## src/rtl/debounce_pkg.sv

```systemverilog
// Shared types for the push-button debouncer: the debounced level and the
// rule that decides when an accepted level change is a press.
package debounce_pkg;

  typedef enum logic {
    ST_RELEASED = 1'b0,
    ST_PRESSED  = 1'b1
  } btn_state_e;

  function automatic logic is_press(input btn_state_e from_st, input btn_state_e to_st);
    return (from_st == ST_RELEASED) && (to_st == ST_PRESSED);
  endfunction

endpackage

```

## src/rtl/debounce_sync_2ff.sv

```systemverilog
// Two-flop synchroniser for a single asynchronous line; both stages reset to 0.
module sync_2ff (
  input  logic clk,
  input  logic rst,
  input  logic d,
  output logic q
);

  logic s1_q, s1_d;
  logic s2_q, s2_d;

  always_comb begin
    s1_d = d;
    s2_d = s1_q;
  end

  always_ff @(posedge clk) begin
    if (rst) begin
      s1_q <= 1'b0;
      s2_q <= 1'b0;
    end else begin
      s1_q <= s1_d;
      s2_q <= s2_d;
    end
  end

  assign q = s2_q;

endmodule

```

## src/rtl/debounce.sv

```systemverilog
// Push-button debouncer: synchronise, require 2^DEBOUNCE_CNT stable cycles
// before accepting a level change, and pulse btn_raise once per accepted press.
module debounce
  import debounce_pkg::*;
#(
  parameter int DEBOUNCE_CNT = 21
) (
  input  logic clk,
  input  logic rst,
  input  logic btn,
  output logic btn_raise
);

  localparam logic [DEBOUNCE_CNT-1:0] CNT_MAX = '1;

  logic                    s2;
  btn_state_e              state_q, state_d;
  logic [DEBOUNCE_CNT-1:0] cnt_q, cnt_d;
  logic                    raise_q, raise_d;
  btn_state_e              s2_state;

  sync_2ff u_sync (
    .clk (clk),
    .rst (rst),
    .d   (btn),
    .q   (s2)
  );

  assign s2_state = btn_state_e'(s2);

  // Any sample matching the current level restarts the stability window,
  // so the counter can never wrap past CNT_MAX.
  always_comb begin
    state_d = state_q;
    cnt_d   = cnt_q;
    raise_d = 1'b0;
    if (s2_state == state_q) begin
      cnt_d = '0;
    end else if (cnt_q == CNT_MAX) begin
      state_d = s2_state;
      cnt_d   = '0;
      raise_d = is_press(state_q, s2_state);
    end else begin
      cnt_d = cnt_q + DEBOUNCE_CNT'(1);
    end
  end

  always_ff @(posedge clk) begin
    if (rst) begin
      state_q <= ST_RELEASED;
      cnt_q   <= '0;
      raise_q <= 1'b0;
    end else begin
      state_q <= state_d;
      cnt_q   <= cnt_d;
      raise_q <= raise_d;
    end
  end

  assign btn_raise = raise_q;

endmodule

```

## config.mk

```make
export PLATFORM = sky130hd
export DESIGN_NAME = debounce
export DESIGN_NICKNAME = d
export VERILOG_FILES = /design/src/rtl/debounce_pkg.sv /design/src/rtl/debounce_sync_2ff.sv /design/src/rtl/debounce.sv
export SDC_FILE = /design/constraint.sdc
export NUM_CORES = 1
export LEC_CHECK = 0
export BUFFER_PORTS_ARGS = -buffer_cell sky130_fd_sc_hd__buf_2
export CAP_MARGIN = 20
export CORE_AREA = 4 4 63 53
export CTS_CLUSTER_SIZE = 16
export DETAILED_ROUTE_END_ITERATION = 6
export DIE_AREA = 0 0 67 57
export RECOVER_POWER = 50
export SETUP_SLACK_MARGIN = 0.3
export SYNTH_ARGS = -nofsm -noshare
export SYNTH_HDL_FRONTEND = slang
export SYNTH_SLANG_ARGS = --single-unit
export TNS_END_PERCENT = 100
```

## constraint.sdc

```tcl
create_clock -name clk -period 2.8 [get_ports clk]
set_input_delay 0 -clock clk [delete_from_list [all_inputs] [get_ports clk]]
set_output_delay 0 -clock clk [all_outputs]
set_load 0.02 [all_outputs]
```

# ---- After elaboration in Yosys (flattened, before gate mapping)
# Cells that the tools add are included.
dict set report totals {
  ff_bits 25
  input_bits 3
  out_inout_bits 1
  elab_cells 15
}
dict set report op_classes {
  add_sub_neg 1
  eq_ne 2
  bitwise 3
  reduce_logical 4
}
# operator n
set op_table {}
lappend op_table {{adder 21 x 1 -> 21 bit (second input constant)} 1}
lappend op_table {{== test 21 bit (second input constant)} 1}
lappend op_table {{OR reduction 3 bit} 2}
lappend op_table {{NOT 1 bit} 3}
lappend op_table {{AND reduction 2 bit} 1}
lappend op_table {{== test 1 bit} 1}
lappend op_table {{logical AND 1 bit} 1}

# ---- Depth between registers and ports, before layout
dict set report depth {
  word_depth 3
  depth_mapped 6
  depth_no_buf 5
}

# ---- Modules after synthesis
# Synthesis repeated with hierarchy kept, for this count alone.
dict set report hier_totals {
  hier_cells 125
  hier_area_um2 1109.8
}
# mod n_inst cells_each area_per_inst_um2 seq_area_each_um2
set by_module_without_submodules {}
lappend by_module_without_submodules {debounce 1 121 1057.3 460.4}
lappend by_module_without_submodules {sync_2ff 1 4 52.6 40.0}

# ---- Least setup slack after synthesis
# OpenSTA, ideal clock, no wires.
dict set report synth_timing {
  kind {reg2reg}
  start {register cnt_q[0]}
  end {register cnt_q[11]}
  setup_ns 0.117
  t_arrival_ns 1.789
  t_required_ns 2.683
  path_slack_ns 0.894
  stages_incl_launch_ff 7
  path_buffers 1
  period_less_slack_ns 1.906
  cell_sequence {dfxtp_1 -> ha_1 -> nand4_2 -> or4_4 -> o31ai_4 -> buf_2 -> nor2_1}
}
dict set report synth_via {
  elab_chain_len 2
  word_cells_on_any_way 3
  classes_between {1 x add/sub; 1 x eq/ne; 1 x reduce/logical}
}
# item line_no
set synth_lines {}
lappend synth_lines {{from (decl)} debounce.sv:18} ;# logic [DEBOUNCE_CNT-1:0] cnt_q, cnt_d;
lappend synth_lines {{from (signal assigned)} debounce.sv:55} ;# cnt_q <= cnt_d;
lappend synth_lines {{branches (longest 2 deep; another with adder 21 x 1 -> 21 bit)} n/a}
# Parallel ways; which one is timed is not known.
# A chain may end at the register's enable or synchronous reset.

# ---- Final worst setup path
dict set report layout_timing {
  start {register cnt_q[0]}
  end {register cnt_q[6]}
}
# Same word-level chain as after synthesis.

==> results.md <==
- Outcome: finished, final reports clean
- DP Cell Count: 162
- Number of vias in the routed layout: 854
- Final count of pins violating max slew: 0
- Top cells by count, synth: dfxtp_1, nor2_1, xnor2_1
- Vias in the first global route: 781
- Die Y: 57 microns
- Leakage: 0.000315 uW
- Iteration-0 DRC Markers: 33
- Final period demand of the worst path: 2.30 ns
- Hold Path Depth: 1
- Total die area: 0.00382 sq mm
- Cts bufs inserted: 3
- Arrival @ worst endpoint: 2.49 ns
- FMAX: 435 MHz
- Switching power: 113 uW
- CP top delay family: simple AND/OR/NAND/NOR gates
- CP Cell Sequence: ha_1 > nand4_1 > or4_4 > o31ai_4 > nor2_1
- Mapped cell area: 0.00111 sq mm
- Top sig layer: met4
- Kind of critical path: reg2reg
- Worst Hold End: u_sync.q
- CTS tree: built
- Unrepaired setup endpoints after global routing: false
- Layout cell share with drive strength beyond 1: 0.0692
- H-tree depth: 1
- CTS root buf: clkbuf_4
- Endpoint type of the worst setup path: flop
- Final Util: 0.436
- Global-route wire length before repair: 3330 microns
- Seq pwr share: 0.677
- Initial antenna violation count: 0
- Switching power share of the total: 0.213
- Clk_lat worst skew: 0.31 ns
- Ranking of synthesized cells by area: dfxtp_1, xnor2_1, nor2_1, or3_1, a21oi_1
- # IOs: 4
- Hpwl dp: 1400 microns
- CP required: 2.99 ns
- Synth warnings: 0
- Pin count of the biggest net entering global routing: 16
- CTS clock-pin slew for the worst setup and hold paths: 0.14 ns
- Seq/Total Area, Yosys: 0.451
- Port bufs: 3
- Non-Filler Instances: 168
- EDFF count, synth: 0
- Hold Vio Cnt, Final: 0
- Worst-Margin Slew: 0.630 ns
- Die extent in x: 67 microns
- Worst Clk Skew: 0.00644 ns
- Synth cell types: 30
- CP max-delay cell: or4_4
- R2R depth: 5
- Gate count of the mapped netlist: 125
- Synth Net Count: 130
- Worst IR drop on VDD: 0.265 mV
- Hold_sp: u_sync.s1_q
- Fin nets: 136
- Mean number of vias per cell: 5.08
- Final Setup Violations: 0
- Area leader, netlist: dfxtp_1
- Setup bufs post-CTS: 0
- Wire length per cell: 11.7 microns
- WL met3: 102 microns
- Yosys top cell area share: 0.451
- CP Launch Type: flop
- Relative slew slack: 0.580
- Wl on met1: 995 microns
- Starting Density: 0.411
- TritonRoute pass-1 iters: 6
- Top-count cell post-synth: dfxtp_1
- PwrDens: 449 mW/mm^2
- HP Class: reg2reg
- FF-to-FF setup slack: 0.50 ns
- Slowest cell delay on critical path: 0.64 ns
- Post-CTS Resized: 0
- R2r endpoint: cnt_q[6]
- CTS sink cnt: 25
- Critical path depth: 5
- Worst-path fanout max: 15
- Drt total wl: 1960 microns
- Combinational power share: 0.020
- Internal power: 416 uW
- Placer Congestion: 0.734
- CTS Buffer Depth: 2
- Overall Global Routing Usage: 0.112
- Syn avg cell area: 8.88 sq um
- Asr flop ratio synth: 0
- Yosys reg bits: 25
- Top FF cell, synth: dfxtp_1
- N_diodes: 0
- Row Count: 17
- Grt ovf: 0
- Area grow syn2layout: 6.20%
- Metal2 WL: 847 microns
- RR Startpoint: cnt_q[0]
- Antenna Nets Post-Route: 0
- Core area: 0.00270 sq mm
- Period utilization: 0.821
- Max-Cap Viols: 0
- Setup TNS: 0 ns
- Residual DRC: 0
- CTS Hold Bufs: 2
- Clock group share of total power: 0.303
- Worst path buffer plus inverter count: 0
==> metrics by stage <==
stage	hold slack [ns]	area (sq um)	total power, uW	worst slack [ns]
2_1_floorplan	0.0716	1110	372	0.894
3_3_place_gp	0.220	1150	375	0.657
3_5_place_dp	0.232	1150	375	0.550
4_1_cts	0.408	1190	540	0.536
5_1_grt	0.469	1180	559	0.358
6_report	0.456	1180	529	0.500
==> how the worst max path moves through the flow <==
stage / to / slack (ns) / start
floorplan: cnt_q[11] / 0.89 / cnt_q[0]
global placement: cnt_q[7] / 0.66 / cnt_q[0]
detailed placement: cnt_q[13] / 0.55 / cnt_q[0]
CTS: cnt_q[13] / 0.54 / cnt_q[0]
global route: cnt_q[7] / 0.36 / cnt_q[0]
finish: cnt_q[6] / 0.50 / cnt_q[0]
==> logic make-up after synthesis <==
group	Yosys count	synth area share
AO/OA/AOI/OAI	17	0.0947
XOR/XNOR	11	0.0868
adder cells (fa/ha/maj)	2	0.0225
buffers and inverters	11	0.0474
flip-flops	25	0.451
multiplexers	1	0.00902
AND/OR/NAND/NOR	58	0.289
==> power groups by stage <==
stage	logic, uW	registers [uW]	clock network (uW)
floorplan	5.93	366	0
global placement	8.57	366	0
detailed placement	8.88	366	0
CTS	11.0	358	171
global route	12.0	359	188
finish	10.5	358	160
==> per-layer routing <==
layer	vias to the layer above	GRT usage
met5	-	0
met4	0	0.0260
met3	2	0.0472
met2	17	0.169
met1	389	0.149
li1	446	-
==> layout by cell type, fill, tap and decap left out, drive strengths merged <==
cell type / count
nor4: 4
a21oi: 7
a31oi: 1
inv: 7
dlygate4sd3: 2
clkinv: 1
and3: 1
buf: 1
nor2b: 2
o21ai: 7
nand2: 6
o211ai: 1
nor2: 16
or4: 2
ha: 2
o31ai: 1
dfxtp: 25
nand4: 6
nor3: 3
xnor2: 10
clkbuf: 5
or2: 1
xor2: 1
nand2b: 2
or3: 8
nand3: 6
mux2i: 1
and4: 1
==> area by class of cell <==
| type | count | area, sq um |
|---|---|---|
| clock buffers | 3 | 22.5 |
| flip-flops and latches | 25 | 500 |
| inverters | 7 | 26.3 |
| fillers | 280 | 1520 |
| clock inverters | 1 | 5.00 |
| multi-input cells | 89 | 544 |
| well taps | 38 | 47.5 |
| repair buffers | 5 | 32.5 |
==> flip-flops by register name, indices dropped and copies added (netlist names) <==
signal,cells
u_sync.q,1
state_q,1
cnt_q,21
u_sync.s1_q,1
btn_raise,1
==> worst reg2reg max path, cell delays in order, from the launching register on <==
cell and delay [ns]:
dfxtp_1 0.39, ha_1 0.22, nand4_1 0.26, or4_4 0.64
o31ai_4 0.56, nor2_1 0.11
(Power assumes the default switching activity.)
